===== src/rtl/mips_pkg.sv =====
// Shared encodings for the EXE-stage multiply/divide unit.
package mips_pkg;

   localparam int WIDTH = 32;

   typedef enum logic [1:0] {
      MD_MULT  = 2'b00,
      MD_MULTU = 2'b01,
      MD_DIV   = 2'b10,
      MD_DIVU  = 2'b11
   } md_op_e;

   typedef enum logic [1:0] {
      ST_IDLE = 2'b00,
      ST_CALC = 2'b01,
      ST_SIGN = 2'b10
   } md_state_e;

   // Operation context captured at issue and held for the whole operation
   typedef struct packed {
      md_op_e op;
      logic   sign_a;
      logic   sign_b;
      logic   dz;      // divide by zero: skip iteration, result preloaded
   } md_ctx_t;

   function automatic logic op_is_signed(input logic [1:0] op);
      return (op == MD_MULT) || (op == MD_DIV);
   endfunction

   function automatic logic op_is_div(input logic [1:0] op);
      return (op == MD_DIV) || (op == MD_DIVU);
   endfunction

endpackage


===== src/rtl/muldiv_signfix.sv =====
// Combinational sign handling for the mul/div unit: magnitude extraction of
// the forwarded operands at issue, and sign correction of the raw
// product or {remainder, quotient} at the end of an operation.
module muldiv_signfix
   import mips_pkg::*;
#(
   parameter int WIDTH = 32
) (
   input  logic [1:0]         cap_op,
   input  logic [WIDTH-1:0]   cap_a,
   input  logic [WIDTH-1:0]   cap_b,
   output logic               cap_sa,
   output logic               cap_sb,
   output logic [WIDTH-1:0]   abs_a,
   output logic [WIDTH-1:0]   abs_b,
   input  logic [1:0]         fix_op,
   input  logic               fix_sa,
   input  logic               fix_sb,
   input  logic [2*WIDTH-1:0] fix_val,
   output logic [WIDTH-1:0]   res_hi,
   output logic [WIDTH-1:0]   res_lo
);

   logic [2*WIDTH-1:0] prod;
   logic [WIDTH-1:0]   quo;
   logic [WIDTH-1:0]   rem;

   // Capture side: unsigned ops pass operands through untouched
   always_comb begin
      cap_sa = op_is_signed(cap_op) & cap_a[WIDTH-1];
      cap_sb = op_is_signed(cap_op) & cap_b[WIDTH-1];
      abs_a  = cap_sa ? -cap_a : cap_a;
      abs_b  = cap_sb ? -cap_b : cap_b;
   end

   // Result side: 2W negate for products, separate quotient/remainder fixes
   always_comb begin
      prod   = (fix_sa ^ fix_sb) ? -fix_val : fix_val;
      quo    = fix_val[WIDTH-1:0];
      rem    = fix_val[2*WIDTH-1:WIDTH];
      res_hi = prod[2*WIDTH-1:WIDTH];
      res_lo = prod[WIDTH-1:0];
      if (op_is_div(fix_op)) begin
         res_lo = (fix_sa ^ fix_sb) ? -quo : quo;
         res_hi = fix_sa ? -rem : rem;
      end
   end

endmodule


===== src/rtl/exe_muldiv_unit.sv =====
// Iterative MULT/MULTU/DIV/DIVU unit for the EXE stage; owns HI/LO.
// One radix-2 step per cycle (shift-add multiply, restoring divide),
// followed by a single sign-correction cycle.
// Optional build macro MULDIV_EARLY_OUT_EN: multiplies leave CALC as soon
// as the remaining multiplier bits are zero; the accumulator is then
// realigned by a barrel shift in SIGN.
module exe_muldiv_unit
   import mips_pkg::*;
#(
   parameter int WIDTH = 32,
   parameter int CNT_W = 6
) (
   input  logic             clk,
   input  logic             rst,
   input  logic             start,
   input  logic [1:0]       op,
   input  logic [WIDTH-1:0] opA,
   input  logic [WIDTH-1:0] opB,
   input  logic             flush,
   input  logic             hi_we,
   input  logic             lo_we,
   input  logic [WIDTH-1:0] wdata,
   output logic [WIDTH-1:0] hi,
   output logic [WIDTH-1:0] lo,
   output logic             busy,
   output logic             done
);

   localparam logic [CNT_W-1:0] LAST = CNT_W'(WIDTH - 1);

   md_state_e          state;
   md_ctx_t            ctx;
   logic [WIDTH-1:0]   aq;
   logic [WIDTH-1:0]   bq;
   logic [2*WIDTH:0]   acc;
   logic [CNT_W-1:0]   cnt;

   logic               cap_sa;
   logic               cap_sb;
   logic [WIDTH-1:0]   abs_a;
   logic [WIDTH-1:0]   abs_b;
   logic [2*WIDTH-1:0] fix_val;
   logic [WIDTH-1:0]   res_hi;
   logic [WIDTH-1:0]   res_lo;

   logic               is_div;
   logic               calc_last;
   logic [WIDTH:0]     mul_sum;
   logic [2*WIDTH:0]   mul_next;
   logic [WIDTH:0]     div_trial;
   logic [2*WIDTH:0]   div_next;

   muldiv_signfix #(.WIDTH(WIDTH)) u_signfix (
      .cap_op  (op),
      .cap_a   (opA),
      .cap_b   (opB),
      .cap_sa  (cap_sa),
      .cap_sb  (cap_sb),
      .abs_a   (abs_a),
      .abs_b   (abs_b),
      .fix_op  (ctx.op),
      .fix_sa  (ctx.sign_a),
      .fix_sb  (ctx.sign_b),
      .fix_val (fix_val),
      .res_hi  (res_hi),
      .res_lo  (res_lo)
   );

   assign is_div = op_is_div(ctx.op);

   // One radix-2 step for each operation type. acc[2W] is always zero
   // between steps, so the W+1-bit sum cannot overflow.
   always_comb begin
      mul_sum   = acc[2*WIDTH:WIDTH] + {1'b0, aq};
      mul_next  = {(acc[0] ? mul_sum : acc[2*WIDTH:WIDTH]), acc[WIDTH-1:0]} >> 1;
      div_trial = {acc[2*WIDTH-1:WIDTH], acc[WIDTH-1]} - {1'b0, bq};
      div_next  = div_trial[WIDTH] ? {1'b0, acc[2*WIDTH-2:0], 1'b0}
                                   : {1'b0, div_trial[WIDTH-1:0], acc[WIDTH-2:0], 1'b1};
   end

`ifdef MULDIV_EARLY_OUT_EN
   logic [WIDTH-1:0] mul_rest;
   logic [CNT_W-1:0] shamt;

   // Multiplier bits not yet consumed after the step taken this cycle
   assign mul_rest  = bq >> (cnt + 1'b1);
   assign calc_last = (cnt == LAST) || (!is_div && (mul_rest == '0));
   // cnt steps were taken; finish the remaining zero-bit shifts at once
   assign shamt     = CNT_W'(WIDTH) - cnt;
   assign fix_val   = acc[2*WIDTH-1:0] >> shamt;
`else
   assign calc_last = (cnt == LAST);
   assign fix_val   = acc[2*WIDTH-1:0];
`endif

   // Control FSM plus HI/LO ownership; busy/done are registered
   always_ff @(posedge clk) begin
      if (rst) begin
         state <= ST_IDLE;
         ctx   <= '0;
         aq    <= '0;
         bq    <= '0;
         acc   <= '0;
         cnt   <= '0;
         hi    <= '0;
         lo    <= '0;
         busy  <= 1'b0;
         done  <= 1'b0;
      end else begin
         done <= 1'b0;
         case (state)
            ST_IDLE: begin
               if (start && !flush) begin
                  ctx.op     <= md_op_e'(op);
                  ctx.sign_a <= cap_sa;
                  ctx.sign_b <= cap_sb;
                  ctx.dz     <= op_is_div(op) && (opB == '0);
                  aq         <= abs_a;
                  bq         <= abs_b;
                  cnt        <= '0;
                  busy       <= 1'b1;
                  if (op_is_div(op) && (opB == '0)) begin
                     // Result is known now: hi = raw dividend, lo = all ones
                     acc   <= {1'b0, opA, {WIDTH{1'b1}}};
                     state <= ST_SIGN;
                  end else if (op_is_div(op)) begin
                     acc   <= {1'b0, {WIDTH{1'b0}}, abs_a};
                     state <= ST_CALC;
                  end else begin
                     acc   <= {{(WIDTH+1){1'b0}}, abs_b};
                     state <= ST_CALC;
                  end
               end else if (!start) begin
                  if (hi_we) hi <= wdata;
                  if (lo_we) lo <= wdata;
               end
            end
            ST_CALC: begin
               if (flush) begin
                  state <= ST_IDLE;
                  busy  <= 1'b0;
               end else begin
                  acc <= is_div ? div_next : mul_next;
                  cnt <= cnt + 1'b1;
                  if (calc_last) state <= ST_SIGN;
               end
            end
            ST_SIGN: begin
               state <= ST_IDLE;
               busy  <= 1'b0;
               if (!flush) begin
                  done <= 1'b1;
                  if (ctx.dz) begin
                     hi <= acc[2*WIDTH-1:WIDTH];
                     lo <= acc[WIDTH-1:0];
                  end else begin
                     hi <= res_hi;
                     lo <= res_lo;
                  end
               end
            end
            default: begin
               state <= ST_IDLE;
               busy  <= 1'b0;
            end
         endcase
      end
   end

endmodule


===== config.mk =====
export PLATFORM = sky130hd
export DESIGN_NAME = exe_muldiv_unit
export DESIGN_NICKNAME = d
export VERILOG_FILES = /design/src/rtl/mips_pkg.sv /design/src/rtl/muldiv_signfix.sv /design/src/rtl/exe_muldiv_unit.sv
export SDC_FILE = /design/constraint.sdc
export NUM_CORES = 1
export LEC_CHECK = 0
export CORE_MARGIN = 2
export CORE_UTILIZATION = 59
export CTS_BUF_LIST = sky130_fd_sc_hd__clkbuf_4 sky130_fd_sc_hd__clkbuf_8 sky130_fd_sc_hd__clkbuf_16
export DETAILED_ROUTE_END_ITERATION = 6
export GPL_TIMING_DRIVEN = 0
export HOLD_SLACK_MARGIN = 0.06
export PLACE_DENSITY = 0.89
export REMOVE_ABC_BUFFERS = 1
export SETUP_SLACK_MARGIN = 0.15
export SYNTH_ARGS = -nofsm -noshare
export SYNTH_HDL_FRONTEND = slang
export SYNTH_HIERARCHICAL = 1
export SYNTH_SLANG_ARGS = --single-unit

===== constraint.sdc =====
create_clock -name clk -period 3.95 [get_ports clk]
set_input_delay 0.79 -clock clk [delete_from_list [all_inputs] [get_ports clk]]
set_output_delay 0.79 -clock clk [all_outputs]
set_load 0.01 [all_outputs]

; ---- Word-level counts from Yosys, hierarchy flattened
; Index checks and enable logic that the tools add are counted.
[word_totals]
regBits = 208
out_inout_bits = 66
[classes]
eq_ne = 16
n_bitwise = 4
muxes = 39
addsub = 8
n_reduce_logical = 18
[ops]
columns = cell, n
row1 = two-way mux 32 bit, 17
row2 = two-way mux 64 bit, 4
row3 = two-way mux 65 bit, 2
row4 = one-hot mux 65 bit (2 select lines), 1
row5 = negation 32 bit, 4
row6 = one-hot mux 32 bit (2 select lines), 2
row7 = negation 64 bit, 1
row8 = adder 33 x 32 -> 33 bit, 1
row9 = two-way mux 33 bit, 1
row10 = subtractor 33 x 32 -> 33 bit, 1
row11 = zero test 32 bit, 1
row12 = "!= test 2 bit, second input constant", 8
row13 = two-way mux 6 bit, 2
row14 = one-hot mux 6 bit (2 select lines), 1
row15 = "equality test 2 bit, second input constant", 5
row16 = AND reduction 5 bit, 2
row17 = two-way mux 2 bit, 4
row18 = "adder 6 x 1 -> 6 bit, second input constant", 1
row19 = "equality test 6 x 5 -> 1 bit, second input constant", 1
row20 = AND reduction 2 bit, 3
row21 = zero test 2 bit, 2
row22 = one-hot mux 2 bit (2 select lines), 1
row23 = nonzero test 2 bit, 2
row24 = logical OR 1 bit, 3
row25 = 11 further kinds, 15

; ---- Logic depth before layout (Yosys ltp)
[logic_depth]
ltp_word = 8
depth_mapped = 15

; ---- Modules after synthesis
; Netlist, hierarchy kept.
[by_module_without_submodules]
columns = module, area_per_inst_um2, cells_each, n_inst, seq_area_each_um2
row1 = exe_muldiv_unit, 14142.3, 1797, 1, 4144.0
row2 = muldiv_signfix, 2931.6, 453, 1, 0.0

; ---- Worst setup path after synthesis
; Ideal clock, no wire load.
[synth_path]
path_type = input port to flip-flop
from = input port opA[10]
to = register acc[27]
path_slack_ns = 0.726
n_path_buf = 0
arrival_ns = 3.159
t_required_ns = 3.885
setup_time_ns = 0.065
cell_stages = 10
cell_sequence = or4_1 -> nor4_2 -> nand3_1 -> or3_1 -> o31ai_1 -> xnor2_1 -> mux2i_1 -> a221oi_1 -> a21oi_1 -> nor2_1
[synth_between]
elab_chain_len = 6
[synth_rtl]
columns = element, line
row1 = start: declaration, exe_muldiv_unit.sv:17  ; input logic [WIDTH-1:0] opA,
row2 = negation 32 bit, muldiv_signfix.sv:32  ; abs_a = cap_sa ? -cap_a : cap_a;
row3 = two-way mux 32 bit, muldiv_signfix.sv:32
row4 = named net abs_a[27], exe_muldiv_unit.sv:40  ; logic [WIDTH-1:0] abs_a;
row5 = two-way mux 32 bit, exe_muldiv_unit.sv:126  ; end else if (op_is_div(op)) begin
row6 = two-way mux 64 bit, exe_muldiv_unit.sv:122  ; if (op_is_div(op) && (opB == '0)) begin
row7 = two-way mux 65 bit, exe_muldiv_unit.sv:113  ; if (start && !flush) begin
row8 = one-hot mux 65 bit (2 select lines), exe_muldiv_unit.sv:111  ; case (state)
row9 = end signal: assignment, exe_muldiv_unit.sv:124  ; acc <= {1'b0, opA, {WIDTH{1'b1}}};
row10 = end signal: assignment, exe_muldiv_unit.sv:127  ; acc <= {1'b0, {WIDTH{1'b0}}, abs_a};
row11 = end signal: assignment, exe_muldiv_unit.sv:130  ; acc <= {{(WIDTH+1){1'b0}}, abs_b};
row12 = end: declaration, exe_muldiv_unit.sv:35  ; logic [2*WIDTH:0] acc;
; The timed path passes the listed nets, and every way through them passes these cells. The select of a mux whose other input is x is not followed.
; A chain may end at the register's enable or synchronous reset.

; ---- Worst setup path in the final report
[layout_path]
from = input port opA[4]
to = register acc[27]
; The elaborated chain is that of the path after synthesis.

==> metrics <==
Pre-antenna DRT Iters=6; Die Width=roughly 170 um; CP max FO=6; CP Cell Sequence=clkdlybuf4s50_1 -> nor4_1 -> and2_1 -> nand3_1 -> or3_1 -> o31ai_1 -> xnor2_1 -> mux2i_1 -> a221oi_1 -> a21oi_1 -> nor2_1; multi-input logic area=roughly 12000 um^2; TritonCTS Buffers=25; Hold Vio Cnt, Final=0; final worst-path cycle share=a little over nine tenths; placed cells=2667; Net Sw Frac=about a third; status=complete, no violations; Clock power frac=a little over a third; Hold Path Class=flip-flop to flip-flop; Die H=174 um; initial cell density of the core=around three fifths; Synth Area per Inst=approximately 7.6 um^2; antenna cells=0; Comb power frac=a little over 30%; Clock Path Buffers=3; pre-CTS setup slack=-0.777 ns; Top Usage Layer GRT=met2; grt total ovfl=0; Clk pin slew, worst setup/hold paths=about 0.06 ns; Final setup violation count=0; hpwl dp=approximately 43 mm; worst vdd ir=between 0.2 and 0.3 mV; register area=approximately 4100 um^2; Layout Cells excl Fill=about 2700; GP Congestion=approximately 0.99; Slowest-stage cell, CP=nor4_1; critical path class=input pin to flip-flop; largest net degree at the start of global routing=approximately 120; Synth Warn #=6; Iteration-0 DRC Markers=2082; vias in the first global route=16900; Worst setup SP type=input pin; Final ANT Viol Nets=0; layout cells sized above 1=roughly 6.4%; M3 GR Usage=5.42%; Buf/Inv on CP=1; Wirelength per Cell=between 20 and 25 um; drt drc=0; Max-Slew Margin vs Limit=between 15 and 20%; met1 GRT Util=about half; Crit. End Element=flip-flop; Critical Path RT=4.40 ns; Final Critical Period=3.73 ns; H-tree depth=1; Core Area=28500 um^2; first-pass GRT wire length=around 92 mm; Worst Skew=roughly 0.026 ns; Worst-Margin Slew=roughly 1.2 ns; Max Fclk=between 200 and 300 MHz; Seq pwr share=between 30 and 40%; P&R area growth vs syn=17.9%; CTS tree=yes; CP top delay family=simple AND/OR/NAND/NOR gates; most frequent cells in the layout=a21oi_1, nor2_1, nand2_1; num ports=170; switching power=around 2.4 mW; routed vias/inst=between 6 and 7; Post-Route WL=59.1 mm; final worst slack=around 0.22 ns; Post-CTS Hold Buffers=0; Clock Latency Late Sink=0.55 ns; cell area after synthesis=approximately 17000 um^2; unrepaired setup endpoints after global routing=false; # fillers=approximately 2300; Crit path largest cell delay=0.57 ns; Cell Rows=62; Hold Slack=0.455 ns; TritonCTS Sinks=approximately 210; Port Buffer Count=~170; Total Routing Usage GR=37.4%; Nets=approximately 2500; antenna violations before repair=0; PD cells=about 350 nW/um^2; Root Buffer=clkbuf_16; Syn Inst Count=~2200; max_cap viols=0; most common library cell in the layout ignoring fill and taps=a21oi_1; total die area=about 30000 um^2; Static Leak=between 7 and 8 nW; Via Count=around 18000; Int Pwr=around 4.6 mW; met2 Use GR=61.2%; WP data arrival=4.18 ns; Slew Limit Fails=0
routing by layer:
| layer | share of wire [%] | vias to the layer above |
|---|---|---|
| met5 | 0 | - |
| met4 | 4.9 | 0 |
| met3 | 11 | 192 |
| met2 | 45 | 1111 |
| met1 | 40 | 8480 |
| li1 | - | 8386 |
worst register-to-register path: stages (launching register included):
cell,delay (ns)
dfxtp_4,0.42
inv_1,0.08
ha_1,0.21
fa_1,0.43
nand2b_2,0.28
a2111oi_4,0.34
nor2_2,0.12
a21oi_4,0.27
a21oi_1,0.21
a211o_4,0.46
mux2i_1,0.16
mux2_4,0.30
a2111oi_4,0.33
power by group through the flow:
| stage | registers (mW) | logic, mW | clock network (mW) |
|---|---|---|---|
| 2_1_floorplan | 2.36 | 1.33 | 0 |
| 3_3_place_gp | 2.40 | 1.97 | 0 |
| 3_5_place_dp | 2.39 | 2.02 | 0 |
| 4_1_cts | 2.34 | 2.09 | 2.51 |
| 5_1_grt | 2.36 | 2.31 | 2.60 |
| 6_report | 2.35 | 2.16 | 2.52 |
registers in the layout, summed over array words and instances, names as in the netlist:
signal  flops
aq         32
hi         32
state       2
acc        64
busy        1
cnt         6
bq         32
ctx         4
done        1
lo         32
path summary, 6_finish.rpt:
| path | startpoint | depth (start not counted) | end | slack [ns] |
|---|---|---|---|---|
| setup / recovery | opA[4] | 11 | acc[27]$_SDFFE_PP0P_ | 0.22 |
| hold / removal | bq[31]$_SDFFE_PP0P_ | 2 | bq[31]$_SDFFE_PP0P_ | 0.45 |
| setup reg to reg | acc[31]$_SDFFE_PP0P_ | 12 | acc[49]$_SDFFE_PP0P_ | 0.23 |
| hold reg to reg | bq[31]$_SDFFE_PP0P_ | 2 | bq[31]$_SDFFE_PP0P_ | 0.45 |
area by class of cell:
cell class,count,share of cell area [%]
well taps,384,2.39
multi-input cells,1825,60.8
inverters,65,1.21
repair buffers,198,10.5
clock inverters,13,0.903
clock buffers,31,3.55
flip-flops and latches,206,20.6
what timing repair did:
item | in CTS | in global routing
cloned | 1 | 0
pin swaps | 2 | 2
endpoints found under the setup margin | 67 | 46
resized for setup | 6 | 17
buffers inserted | 5 | 4
metrics by stage:
stage | total power, mW | setup TNS, ns | utilization [%] | instance area, um^2
2_1_floorplan | 3.69 | -329.04 | - | 16400
3_3_place_gp | 4.37 | -1286.82 | 65.1 | 18600
3_5_place_dp | 4.41 | -26.82 | 66.6 | 19000
4_1_cts | 6.94 | 0 | 70.0 | 20000
5_1_grt | 7.27 | 0 | 70.4 | 20100
6_report | 7.03 | 0 | 70.4 | 20100
Power figures use the tool's default switching activity.
